<file path="src/rtl/key_entry.sv">
`default_nettype none
// =====================================================================
// key_entry : keypad number-entry accumulator (magnitude x1000 + flags)
// Revision  : 1.0
// =====================================================================
module key_entry (
   input  logic        clk,
   input  logic        rst,
   input  logic        key_valid,
   input  logic [3:0]  key_code,
   output logic [24:0] data,
   output logic        neg,
   output logic        frac,
   output logic        error,
   output logic        value_valid
);

   typedef enum logic [1:0] {
      S_IDLE = 2'd0,
      S_INT  = 2'd1,
      S_FRAC = 2'd2,
      S_DONE = 2'd3
   } state_t;

   localparam logic [3:0] c_KEY_9     = 4'd9;
   localparam logic [3:0] c_KEY_DOT   = 4'd10;
   localparam logic [3:0] c_KEY_SIGN  = 4'd11;
   localparam logic [3:0] c_KEY_CLEAR = 4'd12;
   localparam logic [3:0] c_KEY_ENTER = 4'd13;

   state_t      state_q, state_d;
   logic [13:0] int_q,   int_d;
   logic [2:0]  icnt_q,  icnt_d;
   logic [9:0]  fval_q,  fval_d;
   logic [1:0]  fcnt_q,  fcnt_d;
   logic        neg_q,   neg_d;
   logic        dot_q,   dot_d;
   logic        err_q,   err_d;
   logic        vv_q,    vv_d;
   logic [24:0] data_q,  data_d;
   logic [2:0]  w_limit;

   always_comb begin
      state_d = state_q;
      int_d   = int_q;
      icnt_d  = icnt_q;
      fval_d  = fval_q;
      fcnt_d  = fcnt_q;
      neg_d   = neg_q;
      dot_d   = dot_q;
      err_d   = 1'b0;
      vv_d    = 1'b0;
      w_limit = 3'd4;

      if (key_valid && key_code <= c_KEY_ENTER) begin
         // A new key after enter starts a fresh operand, then is applied normally.
         if (state_q == S_DONE && key_code != c_KEY_SIGN && key_code != c_KEY_ENTER) begin
            state_d = S_IDLE;
            int_d   = '0;
            icnt_d  = '0;
            fval_d  = '0;
            fcnt_d  = '0;
            neg_d   = 1'b0;
            dot_d   = 1'b0;
         end
         w_limit = neg_d ? 3'd3 : 3'd4;

         if (key_code <= c_KEY_9) begin
            if (state_d == S_FRAC) begin
               if (fcnt_d < 2'd3) begin
                  case (fcnt_d)
                     2'd0:    fval_d = fval_d + 10'(key_code) * 10'd100;
                     2'd1:    fval_d = fval_d + 10'(key_code) * 10'd10;
                     default: fval_d = fval_d + 10'(key_code);
                  endcase
                  fcnt_d = fcnt_d + 2'd1;
               end else begin
                  err_d = 1'b1;
               end
            end else if (!(int_d == 14'd0 && key_code == 4'd0)) begin
               if (icnt_d < w_limit) begin
                  int_d   = int_d * 14'd10 + 14'(key_code);
                  icnt_d  = icnt_d + 3'd1;
                  state_d = S_INT;
               end else begin
                  err_d = 1'b1;
               end
            end
         end else begin
            case (key_code)
               c_KEY_DOT: begin
                  if (state_d != S_FRAC) begin
                     dot_d   = 1'b1;
                     state_d = S_FRAC;
                  end
               end
               c_KEY_SIGN: begin
                  if (state_d != S_DONE && !neg_d && icnt_d == 3'd4) begin
                     err_d = 1'b1;
                  end else begin
                     neg_d = ~neg_d;
                  end
               end
               c_KEY_CLEAR: begin
                  state_d = S_IDLE;
                  int_d   = '0;
                  icnt_d  = '0;
                  fval_d  = '0;
                  fcnt_d  = '0;
                  neg_d   = 1'b0;
                  dot_d   = 1'b0;
               end
               c_KEY_ENTER: begin
                  vv_d    = 1'b1;
                  state_d = S_DONE;
               end
               default: ;
            endcase
         end
      end

      data_d = 25'(int_d) * 25'd1000 + 25'(fval_d);
   end

   always_ff @(posedge clk or posedge rst) begin
      if (rst) begin
         state_q <= S_IDLE;
         int_q   <= '0;
         icnt_q  <= '0;
         fval_q  <= '0;
         fcnt_q  <= '0;
         neg_q   <= 1'b0;
         dot_q   <= 1'b0;
         err_q   <= 1'b0;
         vv_q    <= 1'b0;
         data_q  <= '0;
      end else begin
         state_q <= state_d;
         int_q   <= int_d;
         icnt_q  <= icnt_d;
         fval_q  <= fval_d;
         fcnt_q  <= fcnt_d;
         neg_q   <= neg_d;
         dot_q   <= dot_d;
         err_q   <= err_d;
         vv_q    <= vv_d;
         data_q  <= data_d;
      end
   end

   assign data        = data_q;
   assign neg         = neg_q;
   assign frac        = dot_q;
   assign error       = err_q;
   assign value_valid = vv_q;

endmodule
`default_nettype wire

</file>
<file path="config.mk">
export PLATFORM = sky130hd
export DESIGN_NAME = key_entry
export DESIGN_NICKNAME = d
export VERILOG_FILES = /design/src/rtl/key_entry.sv
export SDC_FILE = /design/constraint.sdc
export NUM_CORES = 1
export LEC_CHECK = 0
export BUFFER_PORTS_ARGS = -buffer_cell sky130_fd_sc_hd__buf_4
export CAP_MARGIN = 20
export CORE_MARGIN = 4
export CORE_UTILIZATION = 55
export DETAILED_ROUTE_END_ITERATION = 10
export GPL_TIMING_DRIVEN = 0
export PLACE_DENSITY = 0.73
export SLEW_MARGIN = 40
export SYNTH_ARGS = -nofsm -noshare
export SYNTH_HDL_FRONTEND = slang
export SYNTH_SLANG_ARGS = --single-unit
</file>
<file path="constraint.sdc">
create_clock -name clk -period 10.1 [get_ports clk]
set_input_delay 2.02 -clock clk [delete_from_list [all_inputs] [get_ports clk]]
set_output_delay 2.02 -clock clk [all_outputs]
set_load 0.03 [all_outputs]
</file>
# Yosys cells after proc, flatten, opt, wreduce, memory -nomap -nowiden
# Index checks and enable logic that the tools add are counted.
# op_classes
n_eq_ne	12
magnitude_cmp	4
mux	58
n_mul	4
reduce_logical	10
bitwise	1
addsub	7
# op_table
cell	n
14-bit two-way mux	8
10-bit two-way mux	7
2-bit two-way mux	13
24-bit by 10-bit adder with 25-bit output	1
3-bit two-way mux	8
14-bit by 7-bit multiplier with 21-bit output, second input constant	1
10-bit case mux with 2 select lines	1
1-bit two-way mux	18
4-bit equality test, second input constant	4
14-bit by 4-bit adder with 14-bit output	1
14-bit zero test	1
14-bit by 3-bit multiplier with 13-bit output, second input constant	1
10-bit adder	1
10-bit by 4-bit adder with 10-bit output	1
10-bit by 8-bit adder with 10-bit output	1
4-bit less-or-equal comparator, second input constant	2
4-bit by 5-bit multiplier with 8-bit output, second input constant	1
4-bit inequality test, second input constant	2
4-bit by 3-bit multiplier with 7-bit output, second input constant	1
1-bit logical AND	6
2-bit case mux with 3 select lines	1
2-bit equality test, second input constant	2
4-bit zero test	1
2-bit inequality test, second input constant	2
other kinds (10)	11
# word_totals
word_cells	106
input_bits	7
output_inout_bits	29
regBits	60

# Longest topological paths before layout
# depth
word_depth	14
ltp_mapped	34
ltp_nobuf	30

# Least setup slack after synthesis
# OpenSTA, ideal clock, no wires.
# synth_path
kind	in2reg
startpoint	in key_code[2]
endpoint	reg data_q[23] (netlist: data[23])
stages	31
path_buffers	4
setup_time_ns	0.080
t_arrival_ns	9.482
required_time_ns	10.020
slack_ns	0.539
path_cell_list	inv_1 > ha_1 > nand2_2 > nand4_2 > buf_2 > clkbuf_1 > clkbuf_1 > nand2_1 > inv_1 > ha_1 > o21ai_0 > a31oi_1 > nor4_4 > nand2_2 > clkbuf_1 > o21ai_0 > fa_1 > inv_1 > fa_1 > fa_1 > fa_1 > inv_1 > ha_1 > a211oi_1 > nor2_1 > o41ai_2 > o21ai_0 > xor2_1 > nand4_2 > nor4_4 > xnor2_1
# synth_via
elab_chain_len	14
word_cells_on_any_way	50
classes_between	add/sub (5); mul (4); order compare (4); eq/ne (5); mux (25); reduce/logical (7)
# synth_rtl
element	line_no	source
start, declared	10	input logic [3:0] key_code,
4-bit inequality test	57	if (state_q == S_DONE && key_code != c_KEY_SIGN && key_code != c_KEY_ENTER) begin
1-bit logical AND (2 in series)	57	
14-bit two-way mux or 1-bit two-way mux (tied branches)	57	
14-bit two-way mux or 1-bit two-way mux (tied branches)	55	if (key_valid && key_code <= c_KEY_ENTER) begin
14-bit by 3-bit multiplier with 13-bit output or 3-bit two-way mux (tied branches)	82, 66	
14-bit by 4-bit adder with 14-bit output or 3-bit < comparator (tied branches)	82, 81	
14-bit two-way mux	81	if (icnt_d < w_limit) begin
14-bit two-way mux	80	end else if (!(int_d == 14'd0 && key_code == 4'd0)) begin
14-bit two-way mux	69	if (state_d == S_FRAC) begin
14-bit two-way mux	68	if (key_code <= c_KEY_9) begin
14-bit two-way mux (*)	55	
net int_d[4]	32	logic [13:0] int_q, int_d;
14-bit by 7-bit multiplier with 21-bit output (*)	122	data_d = 25'(int_d) * 25'd1000 + 25'(fval_d);
24-bit by 10-bit adder with 25-bit output (*)	122	
net data_d[23]	40	logic [24:0] data_q, data_d;
end signal, assigned	147	data_q <= data_d;
end, declared	40	
# The timed path passes the listed nets; every way through them passes the cells marked *. The select of a mux whose other input is x is not followed.
# A chain may end at the register's enable or synchronous reset.

# Worst setup path after layout
# Same ends and word-level chain as after synthesis.

==> summary.txt <==
Setup path
  – Data arrival time at the worst-slack endpoint: 9.82 ns
  – Cell with the largest stage delay on the worst path: fa_1
  – Buffers plus inverters on the worst setup path: 5
  – Maximum fanout count along the critical path: 12
  – Top delay family on crit path: adder cells
  – Endpoint required time on the critical path: around 10 ns
  – Maximum single-stage delay on the critical path: 0.56 ns
  – Endpoint type of the worst setup path: flop
  – Sort of element at the start of the critical path: primary input
  – Most used cell, CP: fa_1
  – Type of the worst setup path: in2reg

Yosys
  – Post-synthesis sequential element count: 57
  – Syn Area/Cell: about 9 µm²
  – Count of different cell masters after synthesis: 81
  – Post-synth EDFFs: 0
  – Post-synth net total: ~1000
  – Yosys warns: 0
  – Primary flip-flop cell chosen by synthesis mapping: dfrtp_1
  – Number of cells produced by synthesis: 837
  – Sequential cell area fraction in the yosys report: 18.8%
  – Netlist area before placement: 7600 µm²
  – Share of synthesized flip-flops with an asynchronous set or reset: 100%

Clocking
  – Clock root buffer master: clkbuf_16
  – Number of buffers on the longest clock path: 2
  – Clock tree from TritonCTS: done
  – Clock-pin transition on the worst setup and hold timing paths: 0.05 ns
  – Insertion delay of the later-clocked pin in the worst-skew pair: 0.33 ns
  – Number of CTS-inserted buffers: 9
  – Number of H-tree branching levels: 3
  – Clock sink count: 57

Finish
  – Layout fillers: 1198
  – Relative area change from synthesis to final layout: 11.8%
  – Number of antenna diodes: 0
  – End-of-flow core utilization: 63.4%
  – Area occupied by multi-input gates: 5840 µm²
  – Most used cells in the layout excluding fill and tap cells: ha_1 (110), inv_1 (83), nand2_1 (61)
  – Area of all sequential standard cells: 1430 µm²
  – Fraction of final layout cells with drive strength greater than 1: 13.4%
  – Most common library cell in the layout ignoring fill and taps: ha_1
  – Layout net count: 1058

STA
  – Normalized max-slew margin: 49.1%
  – Hold Violations, Final: 0
  – Tcrit/Tclk final: 94.7%
  – Largest clock skew in the final design: 0.00531 ns
  – Sum of negative setup slack: 0 ns
  – Worst slack on hold paths: 0.492 ns
  – Setup Viol. Count Final: 0
  – Final Slew Violations: 0
  – Transition time at the pin with the least slew margin: 0.762 ns
  – Period minus WS final: 9.57 ns
  – Highest Clock Rate: 0.105 GHz

Global routing
  – Pin count of the biggest net entering global routing: between 40 and 50
  – Overall track demand over capacity in global routing: 23.3%
  – Total congestion overflow after global routing: 0
  – Vias in the first global route: between 6000 and 7000
  – Number of antenna violations at the first check in global routing: 0
  – Wire length of the first global-routing pass: 30300 µm

Route
  – Number of remaining DRC errors: 0
  – Wire length after detailed routing: 17300 µm
  – Post-DR vias/cell: 5.76
  – Routed WL per cell: 16.2 µm
  – Post-detailed-route count of antenna-violating nets: 0
  – Violation count after the first detailed-routing iteration: 454
  – Vias: 6144
  – Number of detailed-routing iterations run before antenna repair: 5

Floorplan
  – Die boundary width: 126 µm
  – Overall die area: 15800 µm²
  – Initial Util: 56.7%
  – Chip Height: 126 µm
  – Site row count: between 40 and 50
  – Number of top-level design ports: 36
  – Area of the core region: 13400 µm²

Outcome
  – Outcome: finished clean

Flow run
  – # Max-Cap Violations: 0

Place
  – Total of buffers placed on input and output ports: 35
  – Global placer's final weighted congestion: 0.904
  – Half-perimeter wire length after detailed placement: 13800 µm

Worst hold path
  – Classification of the worst-slack hold path: reg2reg
sequential cells by signal, summed over array words and instances, names as in the netlist:
| signal | flops |
|---|---|
| fval_q | 7 |
| value_valid | 1 |
| fcnt_q | 2 |
| icnt_q | 3 |
| int_q | 14 |
| data | 25 |
| state_q | 2 |
| neg | 1 |
| error | 1 |
| frac | 1 |
routing by layer:
layer  part of all wire, %  routed length (µm)  up-vias  global-route usage [%]
met3                   4.8                 833       51                    3.41
li1                      -                   -     3008                       -
met1                    42                7280     2910                    29.6
met5                     0                   0        -                       0
met2                    50                8590      175                    39.6
met4                   3.4                 588        0                    9.89
worst reg2reg max path: stages (launching register included):
cell and delay [ns]:
dfrtp_1 0.47, and4_1 0.49, clkbuf_2 0.36, nor2_1 0.09, ha_1 0.25, fa_1 0.43
xnor2_1 0.20, or2_4 0.29, nor3_4 0.16, nor2b_1 0.19, xnor2_1 0.14, a21oi_1 0.11
a22o_2 0.29, ha_1 0.30, inv_1 0.05, fa_1 0.56, fa_1 0.46, fa_1 0.53
inv_1 0.04, ha_1 0.36, a211oi_1 0.26, nor2_1 0.10, o41ai_2 0.37, o21ai_0 0.20
xor2_1 0.28, nand4_2 0.20, nor4_4 0.26, xnor2_1 0.14
timing repair:
item	4_1_cts	5_1_grt
buffers inserted	0	5
resized for setup	6	19
pin swaps	0	4
hold buffers	0	0
setup endpoints to repair	14	12
through the flow:
| step | instance area [µm²] | instances | setup WS [ns] |
|---|---|---|---|
| finish | 8490 | 1067 | 0.531 |
| global route | 8490 | 1067 | -0.0481 |
| CTS | 8390 | 1063 | 0.0595 |
| detailed placement | 8100 | 1049 | -1.15 |
| global placement | 8080 | 1048 | -1.45 |
| floorplan | 7600 | 837 | 0.539 |
layout make-up:
cell class / count / area share, %
clock buffer: 11 / 2.86
tap: 176 / 2.59
sequential: 57 / 16.8
buffer: 20 / 1.13
clock inverter: 4 / 0.236
inverter: 85 / 3.79
multi-input combinational: 673 / 68.8
timing repair buffer: 41 / 3.77
synth_stat cells (all sizes together) (19+ instances only):
cell	n	area share, %
nand2	66	3.4
a21o	19	1.9
xor2	20	2.5
xnor2	57	6.7
fa	53	14
a21oi	48	3.4
and2	21	1.7
o21ai	43	2.9
dfrtp	57	19
inv	85	4.2
ha	111	18
nor2	60	3.0
cell families (layout without fill, tap and decap cells):
| logic type | Yosys count | in the layout | synth area share, % |
|---|---|---|---|
| buffers and inverters | 107 | 161 | 5.48 |
| adders and majority gates | 164 | 164 | 32.2 |
| xor gates and xnor gates | 77 | 77 | 9.17 |
| and+or+nand+nor | 231 | 231 | 16.0 |
| DFF | 57 | 57 | 18.8 |
| muxes | 2 | 2 | 0.280 |
| AOI/OAI and AO/OA | 199 | 199 | 18.1 |
final timing paths:
check	endpoint	startpoint	slack, ns	cells after the start
worst max-delay path	data[23]$_DFF_PP0_	key_code[2]	0.53	31
worst min-delay path	frac$_DFFE_PP0P_	frac$_DFFE_PP0P_	0.49	2
worst max register to register	data[23]$_DFF_PP0_	state_q[1]$_DFFE_PP0P_	2.45	27
worst min register to register	frac$_DFFE_PP0P_	frac$_DFFE_PP0P_	0.49	2
max in group asynchronous	icnt_q[1]$_DFFE_PP0P_	rst	7.97	3
min in group asynchronous	data[18]$_DFF_PP0_	rst	1.63	2
Power is left out: the tool's default activity adds up to more than one toggle a clock period on the data nets, which glitch-free logic cannot reach.
